==> src/rtl/vita_pixel_capture.sv <==
// Bit-serial multi-lane pixel capture: two pixels per lane assembled into a kernel.
// Define VITA_CAPTURE_MIRROR_EN to mirror the lane/pixel mapping on odd kernels.
module vita_pixel_capture #(
  parameter int LANES    = 4,
  parameter int PIX_BITS = 8
) (
  input  logic                           pclock,
  input  logic                           reset,
  input  logic [LANES-1:0]               data,
  input  logic                           record_in,
  input  logic                           flush,
  output logic [2*LANES*PIX_BITS-1:0]    pixels,
  output logic                           valid,
  output logic                           kernel_odd,
  output logic [15:0]                    kernel_count
);

  localparam int KW = 2 * LANES * PIX_BITS;
  localparam int PW = $clog2(2 * PIX_BITS);
  localparam logic [PW-1:0] LAST = PW'(2 * PIX_BITS - 1);

  typedef logic [LANES-1:0][PIX_BITS-1:0] slot_t;

  logic [PW-1:0] p_q, p_d;
  logic          par_q, par_d;
  slot_t         sa_q, sa_d;
  slot_t         sb_q, sb_d;
  slot_t         sa_sh, sb_sh;
  logic [KW-1:0] pix_q, pix_d;
  logic          valid_q, valid_d;
  logic          odd_q, odd_d;
  logic [15:0]   cnt_q, cnt_d;
  logic [KW-1:0] kern_even;
  logic [KW-1:0] kern_sel;

  always_comb begin
    for (int i = 0; i < LANES; i++) begin
      sa_sh[i] = {sa_q[i][PIX_BITS-2:0], data[i]};
      sb_sh[i] = {sb_q[i][PIX_BITS-2:0], data[i]};
    end
  end

  // Slot B still lacks its final bit, so the kernel uses the shifted value
  always_comb begin
    kern_even = '0;
    for (int i = 0; i < LANES; i++) begin
      kern_even[KW-(2*i+1)*PIX_BITS +: PIX_BITS] = sa_q[i];
      kern_even[KW-(2*i+2)*PIX_BITS +: PIX_BITS] = sb_sh[i];
    end
  end

`ifdef VITA_CAPTURE_MIRROR_EN
  logic [KW-1:0] kern_mir;

  always_comb begin
    kern_mir = '0;
    for (int i = 0; i < LANES; i++) begin
      kern_mir[KW-(2*(LANES-1-i)+2)*PIX_BITS +: PIX_BITS] = sa_q[i];
      kern_mir[KW-(2*(LANES-1-i)+1)*PIX_BITS +: PIX_BITS] = sb_sh[i];
    end
  end

  assign kern_sel = par_q ? kern_mir : kern_even;
`else
  assign kern_sel = kern_even;
`endif

  always_comb begin
    p_d     = p_q;
    par_d   = par_q;
    sa_d    = sa_q;
    sb_d    = sb_q;
    pix_d   = pix_q;
    valid_d = 1'b0;
    odd_d   = odd_q;
    cnt_d   = cnt_q;
    if (flush) begin
      p_d   = '0;
      par_d = 1'b0;
      sa_d  = '0;
      sb_d  = '0;
      cnt_d = '0;
    end else if (record_in) begin
      if (!p_q[0]) begin
        sa_d = sa_sh;
      end else begin
        sb_d = sb_sh;
      end
      if (p_q == LAST) begin
        p_d     = '0;
        par_d   = ~par_q;
        pix_d   = kern_sel;
        valid_d = 1'b1;
        odd_d   = par_q;
        cnt_d   = cnt_q + 16'd1;
      end else begin
        p_d = p_q + PW'(1);
      end
    end
  end

  always_ff @(posedge pclock) begin
    if (reset) begin
      p_q     <= '0;
      par_q   <= 1'b0;
      sa_q    <= '0;
      sb_q    <= '0;
      pix_q   <= '0;
      valid_q <= 1'b0;
      odd_q   <= 1'b0;
      cnt_q   <= '0;
    end else begin
      p_q     <= p_d;
      par_q   <= par_d;
      sa_q    <= sa_d;
      sb_q    <= sb_d;
      pix_q   <= pix_d;
      valid_q <= valid_d;
      odd_q   <= odd_d;
      cnt_q   <= cnt_d;
    end
  end

  assign pixels       = pix_q;
  assign valid        = valid_q;
  assign kernel_odd   = odd_q;
  assign kernel_count = cnt_q;

endmodule

==> config.mk <==
export PLATFORM = sky130hd
export DESIGN_NAME = vita_pixel_capture
export DESIGN_NICKNAME = d
export VERILOG_FILES = /design/src/rtl/vita_pixel_capture.sv
export SDC_FILE = /design/constraint.sdc
export NUM_CORES = 1
export LEC_CHECK = 0
export ABC_AREA = 1
export BUFFER_PORTS_ARGS = -buffer_cell sky130_fd_sc_hd__clkbuf_2
export CELL_PAD_IN_SITES_DETAIL_PLACEMENT = 0
export CELL_PAD_IN_SITES_GLOBAL_PLACEMENT = 1
export CORE_MARGIN = 10
export CORE_UTILIZATION = 40
export DETAILED_ROUTE_END_ITERATION = 16
export PLACE_DENSITY = 0.88
export SYNTH_ARGS = -nofsm -noshare
export SYNTH_HDL_FRONTEND = slang
export SYNTH_SLANG_ARGS = --single-unit
==> constraint.sdc <==
create_clock -name pclock -period 1.9 [get_ports pclock]
set_input_delay 0.095 -clock pclock [delete_from_list [all_inputs] [get_ports pclock]]
set_output_delay 0.095 -clock pclock [all_outputs]
set_load 0.05 [all_outputs]
Yosys cells after proc, flatten, opt, wreduce, memory -nomap -nowiden
Index checks and enable logic that the tools add are counted.
{"block": "word_totals", "latch_bits": 0, "in_bits": 8, "mem_bits_rw": 0, "memories": 0, "word_cells": 29, "romBits": 0, "ff_bits": 147, "output_inout_bits": 82}
{"block": "op_classes", "n_reduce_logical": 6, "bitwise": 4, "add_sub_neg": 2, "eq_ne": 1, "div": 0, "shifts": 0, "multipliers": 0, "n_mux": 2, "n_lt_le_gt_ge": 0}
{"operator": "16-bit by 1-bit adder with 16-bit output, second input constant", "count": 1}
{"operator": "2-bit AND reduction", "count": 3}
{"operator": "4-bit by 1-bit adder with 4-bit output, second input constant", "count": 1}
{"operator": "4-bit equality test, second input constant", "count": 1}
{"operator": "4-bit 2-to-1 mux", "count": 1}
{"operator": "1-bit NOT", "count": 4}
{"operator": "3-bit AND reduction", "count": 1}
{"operator": "3-bit OR reduction", "count": 1}
{"operator": "2-bit OR reduction", "count": 1}
{"operator": "1-bit 2-to-1 mux", "count": 1}

Depth between registers and ports, before layout
{"block": "logic_depth", "word_depth": 2, "depth_mapped": 9, "mapped_depth_nobuf": 8}

Worst setup path after synthesis
Ideal clock, no wire load.
{"block": "synth_timing", "path_kind": "register to register", "from": "reg cnt_q[1], in the netlist kernel_count[1]", "to": "reg cnt_q[8], in the netlist kernel_count[8]", "t_arrival_ns": 1.513, "path_stages_with_launch": 7, "period_less_slack_ns": 1.632, "path_slack_ns": 0.268, "t_required_ns": 1.781, "setup_time_ns": 0.119, "path_buffers": 0, "path_cell_list": "dfxtp_1 ha_1 nand3_1 nor2_1 nand3_1 o21ai_0 a21oi_1"}
{"block": "synth_via", "elab_chain_len": 1}
{"element": "start, declared", "line": "32", "text": "logic [15:0] cnt_q, cnt_d;"}
{"element": "start signal, assigned", "line": "120", "text": "cnt_q <= cnt_d;"}
{"element": "16-bit by 1-bit adder with 16-bit output", "line": "95", "text": "cnt_d = cnt_q + 16'd1;"}
Every way passes these cells.
A chain may end at the register's enable or synchronous reset.

Worst setup path in the final report
{"block": "layout_timing", "from": "in record_in", "to": "reg sa_q, in the netlist kern_even[30]"}
{"block": "layout_via", "elab_chain_len": 1}
{"element": "start, declared", "line": "10", "text": "input logic record_in,"}
{"element": "2-bit AND reduction (no line)"}
{"element": "end signal, assigned", "line": "106", "text": "sa_q <= '0;"}
{"element": "end signal, assigned", "line": "115", "text": "sa_q <= sa_d;"}
{"element": "end, declared", "line": "26", "text": "slot_t sa_q, sa_d;"}
Every way passes these cells.

==> results.toml <==
[floorplanning]
core_um2 = 13300
die_h_um = 136.6
die-area_um2 = 18660
initial_utilization_pct = 40.90
dieWidth_um = 136.6
fp-row-count = 42
pin_count = 90

[grt]
antenna_found_initial = 0
grt.total_usage_pct = 13.96
grt_pass1_vias = 4168
grt_max_degree = 59
overflow = 0
grt_pass1_wl_mm = 20.91

[sta]
fmax_mhz = 634.6
slew_headroom_pct = 32.93
worst_pin_slew_ps = 1005
finalCritPeriodShare_pct = 82.93
grt_setup_unrepaired = "no"
hold_violations = 0
whs_ps = 69.12
finalSetupViolCount = 0
fin_skew_ps = 7.412
fin_setup_tns_ps = 0
fin_crit_ps = 1576
slew_viol_final = 0

[clock_network]
postCtsSetupRepairBufs = 0
cts_root_buffer = "clkbuf_16"
cts_buffer_depth = 2
clk_pin_slew_worst_paths_ps = 60
cts_made_buffers = 17
post_cts_resized = 0
cts_max_level = 4
clk_latency_ps = 420
cts_tree = "built"
cts_sinks = 147

[placement]
port_buffers = 89
dpl.cell_count = 944
gp_congestion = 0.7823
dp_hpwl_mm = 8.547

[yosys]
yosys.area.top_type = "dfxtp_1"
yosys_warnings = 0
syn-num-nets = 717
avgSynthCellArea_um2 = 7.691
ys_seq_area_share_pct = 54.12
syn-instance-count = 707
synth_cell_types = 26
synth.top_cell.area_share_pct = 54.12
synth_seq_cells = 147
synth_area_leaders = "dfxtp_1 (54%), nor2_1 (20%), o21ai_0 (7.2%)"
syn_area_um2 = 5438

[power]
peakVddDrop_mv = 0.6506
power_density_nw_per_um2 = 985.4
fin_total_pwr_mw = 6.458
p_leak_nw = 2.676

[cells_and_area]
n_antenna_cell = 0
instances_no_fill = 979
final_layout_size_suffix_gt1_share_pct = 16.69
fillCellCount = 1323
nets = 803
syn2layout_area_growth_pct = 20.52

[critical_path]
rr_startpoint = "p_q[0]$_SDFFE_PP0P_"
worstSetupEndpointType = "register"
path_class = "input pin to register"
startpoint = "record_in"
slowest_delay_ps = 720
crit_chain = "dlygate4sd3_1 > clkbuf_2 > inv_1 > nor2_4 > inv_1 > nor2_1 > nor2_1"
cp-start-kind = "input pin"
cp_num_cells = 7
crit_buf_inv = 4
cp_top_family = "buffers and inverters"
ff2ff_setup_slack_ps = 340
cp.required_ps = 2260
arrival_ps = 1930
crit_fanout = 32
reg2reg_depth = 7
cp_slowest_cell = "inv_1"

[routing]
drc = 0
wl_per_cell_um = 13.02
viasPerCell = 4.702
postRouteAntennaNets = 0
drt_wl_total_mm = 12.75
drtPass1Iterations = 5
drt_iter0_drc = 253
vias = 4603

[worst_hold_path]
hold_class = "input pin to register"
min_from = "flush"
min_path_cells = 4

[run]
cap_violations = 0

[outcome]
outcome = "completed"
==> through the flow <==
step	utilization, %	area (um^2)	worst slack [ps]
after floorplan	-	5438	268.1
after global placement	44.81	5957	376.2
after detailed placement	44.81	5957	326.6
after CTS	49.29	6554	306.2
after global routing	49.29	6554	108.9
final	49.29	6554	324.3
==> layout by cell type, fill, tap and decap left out, types with 5 or more instances in the layout <==
| cell | count |
|---|---|
| dlygate4sd3_1 | 6 |
| o21ai_0 | 78 |
| clkbuf_1 | 5 |
| nand3_1 | 8 |
| nand2_1 | 36 |
| clkbuf_2 | 89 |
| nand4_1 | 6 |
| o21ai_1 | 54 |
| nor2_1 | 283 |
| buf_4 | 11 |
| clkbuf_16 | 17 |
| a21oi_1 | 9 |
| inv_1 | 25 |
| dfxtp_1 | 147 |
==> per-layer routing <==
layer / share of wire (%) / global-route usage [%]
met5: 0 / 0
met4: 1.6 / 6.568
met3: 6.7 / 5.169
met2: 45 / 20.34
met1: 47 / 17.88
==> synth_stat cells <==
| master | instances |
|---|---|
| nor2_1 | 283 |
| dfxtp_1 | 147 |
| o21ai_0 | 78 |
| o21ai_1 | 54 |
| nand2_1 | 36 |
| inv_1 | 26 |
| clkbuf_1 | 24 |
| a21oi_1 | 9 |
| nand3_1 | 8 |
| nand4_1 | 6 |
| buf_2 | 5 |
| buf_6 | 5 |
| buf_8 | 5 |
| nor3_1 | 4 |
| nand2_2 | 3 |
| ha_1 | 2 |
| nor2_2 | 2 |
| nor2_4 | 2 |
| a31oi_1 | 1 |
| buf_12 | 1 |
| buf_4 | 1 |
| inv_2 | 1 |
| nor4b_1 | 1 |
| o21bai_1 | 1 |
| xnor2_1 | 1 |
| xor2_1 | 1 |
==> worst min-delay path: stages <==
cell      delay [ps]
clkbuf_2         130
nor2_4           100
nand2_1           80
nor2_1            30
==> repair_timing <==
item                       CTS  global route
hold endpoints to repair    13             0
setup endpoints to repair    0             0
hold buffers                 6             0
==> flip-flops by register name (all words and copies together) (netlist names) <==
name,count
kernel_count,16
valid,1
pixels,64
par_q,1
kern_even,60
p_q,4
kernel_odd,1
==> layout make-up <==
cell class	count	area, um^2	area share (%)
flip-flops and latches	147	2943	44.90
clock buffers	25	485.5	7.407
clock inverters	4	51.30	0.7827
inverters	27	101.3	1.546
repair buffers	108	628.1	9.584
multi-input cells	492	2125	32.42
well taps	176	220.2	3.360
==> final timing paths <==
| kind | to |
|---|---|
| min reg2reg | par_q$_SDFFE_PP0P_ |
| min | kernel_count[14]$_SDFFE_PP0P_ |
| max | kern_even[30]$_SDFFE_PP0P_ |
| max reg2reg | pixels[15]$_SDFFE_PP0P_ |
==> logic make-up (layout without fill, tap and decap cells) <==
| group | Yosys count | count (layout) | share of synthesized area [%] |
|---|---|---|---|
| AO/OA/AOI/OAI | 143 | 143 | 13.23 |
| XOR/XNOR | 2 | 2 | 0.3222 |
| adder cells (fa/ha/maj) | 2 | 2 | 0.4601 |
| buffers and inverters | 68 | 164 | 6.903 |
| flip-flops | 147 | 147 | 54.12 |
| AND/OR/NAND/NOR | 345 | 345 | 24.97 |
==> where the power goes <==
part,internal (mW),total (mW),switching [mW]
sequential,3.12,3.15,0.0269
combinational,0.0843,0.246,0.161
clock,1.88,3.06,1.18
Note: power is estimated with default switching activity, not from simulation.
